==> src/rtl/r88_pkg.sv <==
`default_nettype none
// ============================================================================
// Module      : r88_pkg
// Description : Shared encodings and vector-table constants for the r88
//               interrupt sequencer.
// Revision    : 1.0  initial release
// ============================================================================
package r88_pkg;

  typedef enum logic [1:0] {
    KIND_RESET = 2'b00,
    KIND_NMI   = 2'b01,
    KIND_IRQ   = 2'b10,
    KIND_RSVD  = 2'b11
  } svc_kind_e;

  typedef enum logic [1:0] {
    RESET_SEQ = 2'd0,
    IDLE      = 2'd1,
    REQ       = 2'd2
  } seq_state_e;

  localparam logic [15:0] DEFAULT_VECTOR_BASE = 16'hFFE0;
  localparam logic [15:0] NMI_VEC_OFS         = 16'd2;
  localparam logic [15:0] IRQ_VEC_OFS         = 16'd4;

  // Two-byte vector slots; the sum wraps naturally at 16 bits.
  function automatic logic [15:0] irq_vector(input logic [15:0] base,
                                             input logic [15:0] chan);
    return base + IRQ_VEC_OFS + (chan << 1);
  endfunction

endpackage
`default_nettype wire

==> src/rtl/r88_prio_enc.sv <==
`default_nettype none
// ============================================================================
// Module      : r88_prio_enc
// Description : Lowest-index-wins priority encoder with a valid flag.
// Revision    : 1.0  initial release
// ============================================================================
module r88_prio_enc
  import r88_pkg::*;
#(
  parameter int WIDTH = 4,
  localparam int IDX_W = (WIDTH > 1) ? $clog2(WIDTH) : 1
) (
  input  logic [WIDTH-1:0] req,
  output logic             valid,
  output logic [IDX_W-1:0] index
);

  always_comb begin
    valid = |req;
    index = '0;
    for (int i = WIDTH - 1; i >= 0; i--) begin
      if (req[i]) index = IDX_W'(i);
    end
  end

endmodule
`default_nettype wire

==> src/rtl/r88_int_sequencer.sv <==
`default_nettype none
// ============================================================================
// Module      : r88_int_sequencer
// Description : Reset/NMI/IRQ service sequencer with nested in-service
//               tracking and registered request outputs.
// Revision    : 1.0  initial release
// ============================================================================
module r88_int_sequencer
  import r88_pkg::*;
#(
  parameter int          IRQ_CHANNELS = 4,
  parameter logic [15:0] VECTOR_BASE  = DEFAULT_VECTOR_BASE,
  localparam int CHAN_W = (IRQ_CHANNELS > 1) ? $clog2(IRQ_CHANNELS) : 1
) (
  input  logic                    sysClock,
  input  logic                    resetReq,
  input  logic                    nmiReq,
  input  logic [IRQ_CHANNELS-1:0] irq,
  input  logic [IRQ_CHANNELS-1:0] irqMask,
  input  logic                    irqEn,
  input  logic                    instrBoundary,
  input  logic                    svcAck,
  input  logic                    retiDone,
  output logic                    svcReq,
  output logic [1:0]              svcKind,
  output logic [CHAN_W-1:0]       svcChan,
  output logic [15:0]             vecAddr,
  output logic                    nmiActive,
  output logic [IRQ_CHANNELS-1:0] irqActive
);

  seq_state_e              state_q, state_d;
  logic                    svc_req_q, svc_req_d;
  svc_kind_e               svc_kind_q, svc_kind_d;
  logic [CHAN_W-1:0]       svc_chan_q, svc_chan_d;
  logic [15:0]             vec_addr_q, vec_addr_d;
  logic                    nmi_active_q, nmi_active_d;
  logic [IRQ_CHANNELS-1:0] irq_active_q, irq_active_d;
  logic                    nmi_pend_q, nmi_pend_d;
  logic                    nmi_prev_q, nmi_prev_d;

  logic                    nmi_edge;
  logic                    nmi_eligible;
  logic                    ack;
  logic [IRQ_CHANNELS-1:0] below_active;
  logic [IRQ_CHANNELS-1:0] irq_elig;
  logic                    irq_valid;
  logic [CHAN_W-1:0]       irq_idx;
  logic [IRQ_CHANNELS-1:0] irq_lowest_active;
  logic [IRQ_CHANNELS-1:0] irq_clr;

  // An edge arriving this cycle already counts, so it can win at a boundary.
  assign nmi_edge     = nmiReq & ~nmi_prev_q;
  assign nmi_eligible = (nmi_pend_q | nmi_edge) & ~nmi_active_q;
  assign ack          = svcAck & svc_req_q;

  // Only channels strictly below the lowest in-service one may nest.
  always_comb begin
    logic seen;
    seen         = 1'b0;
    below_active = '0;
    for (int n = 0; n < IRQ_CHANNELS; n++) begin
      seen            = seen | irq_active_q[n];
      below_active[n] = ~seen;
    end
  end

  assign irq_elig = irq & irqMask & below_active
                  & {IRQ_CHANNELS{irqEn & ~nmi_active_q}};

  r88_prio_enc #(
    .WIDTH (IRQ_CHANNELS)
  ) u_prio_enc (
    .req   (irq_elig),
    .valid (irq_valid),
    .index (irq_idx)
  );

  assign irq_lowest_active = irq_active_q & (~irq_active_q + IRQ_CHANNELS'(1));
  assign irq_clr = (retiDone & ~nmi_active_q) ? irq_lowest_active : '0;

  always_comb begin
    state_d      = state_q;
    svc_req_d    = svc_req_q;
    svc_kind_d   = svc_kind_q;
    svc_chan_d   = svc_chan_q;
    vec_addr_d   = vec_addr_q;
    nmi_active_d = nmi_active_q & ~retiDone;
    irq_active_d = irq_active_q & ~irq_clr;
    nmi_pend_d   = nmi_pend_q;
    nmi_prev_d   = nmiReq;

    case (state_q)
      RESET_SEQ: begin
        svc_req_d  = 1'b1;
        svc_kind_d = KIND_RESET;
        svc_chan_d = '0;
        vec_addr_d = VECTOR_BASE;
        if (ack) begin
          state_d   = IDLE;
          svc_req_d = 1'b0;
        end
      end
      IDLE: begin
        svc_req_d = 1'b0;
        if (instrBoundary && (nmi_eligible || irq_valid)) begin
          state_d   = REQ;
          svc_req_d = 1'b1;
          if (nmi_eligible) begin
            svc_kind_d = KIND_NMI;
            svc_chan_d = '0;
            vec_addr_d = VECTOR_BASE + NMI_VEC_OFS;
          end else begin
            svc_kind_d = KIND_IRQ;
            svc_chan_d = irq_idx;
            vec_addr_d = irq_vector(VECTOR_BASE, 16'(irq_idx));
          end
        end
      end
      REQ: begin
        if (ack) begin
          state_d   = IDLE;
          svc_req_d = 1'b0;
          if (svc_kind_q == KIND_NMI) begin
            nmi_active_d = 1'b1;
            nmi_pend_d   = 1'b0;
          end else if (svc_kind_q == KIND_IRQ) begin
            irq_active_d[svc_chan_q] = 1'b1;
          end
        end
      end
      default: begin
        state_d   = RESET_SEQ;
        svc_req_d = 1'b0;
      end
    endcase

    // A fresh edge beats a same-cycle acknowledge clear.
    if (nmi_edge) nmi_pend_d = 1'b1;
  end

  always_ff @(posedge sysClock) begin
    if (resetReq) begin
      state_q      <= RESET_SEQ;
      svc_req_q    <= 1'b0;
      svc_kind_q   <= KIND_RESET;
      svc_chan_q   <= '0;
      vec_addr_q   <= VECTOR_BASE;
      nmi_active_q <= 1'b0;
      irq_active_q <= '0;
      nmi_pend_q   <= 1'b0;
      nmi_prev_q   <= 1'b1;
    end else begin
      state_q      <= state_d;
      svc_req_q    <= svc_req_d;
      svc_kind_q   <= svc_kind_d;
      svc_chan_q   <= svc_chan_d;
      vec_addr_q   <= vec_addr_d;
      nmi_active_q <= nmi_active_d;
      irq_active_q <= irq_active_d;
      nmi_pend_q   <= nmi_pend_d;
      nmi_prev_q   <= nmi_prev_d;
    end
  end

  assign svcReq    = svc_req_q;
  assign svcKind   = svc_kind_q;
  assign svcChan   = svc_chan_q;
  assign vecAddr   = vec_addr_q;
  assign nmiActive = nmi_active_q;
  assign irqActive = irq_active_q;

endmodule
`default_nettype wire

==> config.mk <==
export PLATFORM = sky130hd
export DESIGN_NAME = r88_int_sequencer
export DESIGN_NICKNAME = d
export VERILOG_FILES = /design/src/rtl/r88_pkg.sv /design/src/rtl/r88_prio_enc.sv /design/src/rtl/r88_int_sequencer.sv
export SDC_FILE = /design/constraint.sdc
export NUM_CORES = 1
export LEC_CHECK = 0
export ABC_AREA = 1
export CORE_MARGIN = 2
export CORE_UTILIZATION = 45
export DETAILED_ROUTE_END_ITERATION = 8
export GPL_TIMING_DRIVEN = 0
export PLACE_DENSITY = 0.92
export SLEW_MARGIN = 40
export SYNTH_ARGS = -nofsm -noshare
export SYNTH_HDL_FRONTEND = slang
export SYNTH_SLANG_ARGS = --single-unit
==> constraint.sdc <==
create_clock -name sysClock -period 2.2 [get_ports sysClock]
set_input_delay 0.66 -clock sysClock [delete_from_list [all_inputs] [get_ports sysClock]]
set_output_delay 0.66 -clock sysClock [all_outputs]
set_load 0.1 [all_outputs]
==> flow_summary.ini <==
[status]
status = finished, final reports clean

[power]
p_seq_share_pct = 40.9
intPower_w = 0.000460
leakage_nw = 0.606
ir_worst_vdd_mv = 0.447
p_sw_w = 0.000278
power_density_mw_per_mm2 = 575
power_frac_comb_pct = 33.3
netSwitchingFraction_pct = 37.7
clockPowerShare_pct = 25.8

[min_path]
hp-start = state_q[1]
hold_class = register to register
hold_depth = 2

[cts]
cts_buffers = 3
root_buffer = clkbuf_4
htreeDepth = 1
cts_tree = yes
clk_latency_ns = 0.29
path_clk_slew_ns = 0.08
cts_setup_buffers = 0
ctsHoldBuffers = 0
post_cts_resized = 0
cts_sinks = 16
clockBufferDepth = 2

[detailed_routing]
num_vias = 962
drt_iter0_drc = 31
first_pass_iters = 4
wl_um = 2050
antenna_left = 0
avgRoutedWirePerCell_um = 9.73
drc = 0
vias_per_cell = 4.56

[setup_path]
worst_r2r_endpoint = svcChan[0]
critPathLaunch = irqEn
end_kind = register
critPathSlowestCell = clkdlybuf4s50_1
reg2reg_slack_ns = 0.78
r2r_start = nmiActive
crit_type = input port to register
cpMostUsedCell = nand2_1
cpPeakStageDelay_ns = 0.50
critPathLaunchType = input port
crit_chain = clkdlybuf4s50_1 -> inv_1 -> nor2_2 -> nand2_1 -> nand2_1 -> nor2_1 -> nand2_2 -> nand3_4 -> nand2_4 -> nand2_1 -> a21oi_1
worstPathMaxFanout = 9
worst_ep_required_time_ns = 2.41
worstPathArrival_ns = 2.11
crit_end = svcChan[0]
r2r_cells = 9

[die]
num_rows = 16
core-area_mm2 = 0.00200
chipHeight_um = 50.3
dieArea_mm2 = 0.00253
io_pins = 41
initial_utilization_pct = 48.2
die_w_um = 50.3

[sta]
rsz0062_at_grt = no
fin_skew_ns = 0.00730
tightest_slew_ns = 0.501
setup_viol = 0
drv_slew = 0
tns_ns = 0
timing.fmax_mhz = 528
post-route-period-util_pct = 86.1
period_minus_slack_ns = 1.89
hold_viol_final = 0
max_slew_margin_pct = 66.6

[yosys]
avgSynthCellArea_um2 = 6.80
synth-seq-area-share_pct = 33.2
synth_cells = 142
yosysMostFrequentCell = nand2_1
synth_top_area_share_pct = 33.2
netlist_area_um2 = 966
synthArstFlopShare_pct = 0
ys_seq_elements = 16
synthTopCellsByCount = nand2_1 (27), dfxtp_1 (16), inv_1 (16)
synth.area.top_cells = dfxtp_1 (33%), buf_4 (11%), nand2_1 (10%), a21oi_1 (6.7%), nand3_1 (6.7%)
synthDistinctLibCells = 22
ys.flop_type = dfxtp_1
synth_warnings = 0
synth_edf_count = 0
synth_top_area_cell = dfxtp_1

[layout]
finalInstanceArea_mm2 = 0.00128
fillers = 197
drive_gt1_share_pct = 26.6
fin_nets = 200
antenna_cells = 0
syn2layout_area_growth_pct = 32.8

[placed_design]
io_buffers = 27
place_area_mm2 = 0.00125
gp_congestion = 0.813
dp_hpwl_um = 1700

[global_route]
grt_pass1_wl_um = 3380
grt_usage_pct = 17.6
overflow = 0
grt_pass1_vias = 836
grt_max_degree = 11
antenna_found_initial = 0

[run]
maxCapViolCount = 0
[power groups by stage]
stage | Sequential (W) | Combinational (W) | Clock (W)
finish | 0.000302 | 0.000245 | 0.000190
global route | 0.000303 | 0.000259 | 0.000216
CTS | 0.000302 | 0.000244 | 0.000199
detailed placement | 0.000308 | 0.000244 | 0
global placement | 0.000308 | 0.000245 | 0
floorplan | 0.000337 | 0.000172 | 0
[layout by cell type (no fill, tap or decap), types with 4 or more instances in the layout]
master           synthesis  routed
a21oi_1                 13      13
nand3_1                 13      13
inv_1                   16      16
buf_2                    0      13
o21ai_0                  5       5
nand4_1                  5       5
nand2_1                 27      27
buf_4                   14      14
clkdlybuf4s50_1          0      14
conb_1                   2      13
dfxtp_1                 16      16
nor2_1                  10      10
inv_2                    4       4
[layer usage]
layer	part of all wire, %	vias up	track usage, %
li1	-	513	-
met1	41	411	18.9
met2	50	34	32.0
met3	8.0	4	5.06
met4	1.1	0	6.76
met5	0	-	0
[cell families (layout without fill, tap and decap cells)]
group                  Yosys count  count (layout)  synth area share, %
and+or+nand+nor                 68              68                 35.0
buffers and inverters           35              66                 19.0
AOI/OAI and AO/OA               21              21                 12.0
DFF                             16              16                 33.2
other                            2              13                0.777
[worst max-delay path: cells and delay by family]
kind | cells | cell delay (ns)
compound gates | 1 | 0.13
buf+inv | 2 | 0.56
simple gates | 8 | 0.75
[state kept, by name, summed over array words and instances (netlist names)]
signal / cells
state_q: 2
svcChan: 1
irqActive: 4
svcReq: 1
nmi_pend_q: 1
svcKind: 2
vecAddr: 3
nmi_prev_q: 1
nmiActive: 1
[metrics by stage]
| stage | hold slack (ns) | power (W) | util [%] | cells | setup WS, ns |
|---|---|---|---|---|---|
| 2_1_floorplan | 0.468 | 0.000509 | - | 153 | 0.149 |
| 3_3_place_gp | 0.476 | 0.000553 | 65.5 | 207 | -0.0600 |
| 3_5_place_dp | 0.480 | 0.000552 | 62.3 | 207 | 0.0200 |
| 4_1_cts | 0.494 | 0.000745 | 64.1 | 211 | 0.321 |
| 5_1_grt | 0.532 | 0.000779 | 64.1 | 211 | 0.165 |
| 6_report | 0.491 | 0.000738 | 64.1 | 211 | 0.305 |
[how the worst min path moves through the flow]
stage / to / slack (ns)
after global routing: vecAddr[1] / 0.53
final: state_q[1] / 0.49
after global placement: vecAddr[2] / 0.48
after detailed placement: state_q[1] / 0.48
after CTS: state_q[1] / 0.49
after floorplan: state_q[1] / 0.47
[cell type report]
cell class                 instances  area, um2  area share (%)
multi-input combinational        102        503            39.2
sequential                        16        320            25.0
timing repair buffer              27        205            16.0
buffer                            15        109            8.49
inverter                          20       75.1            5.85
clock buffer                       4       36.3            2.83
tap                               27       33.8            2.63
Power figures use the tool's default switching activity.
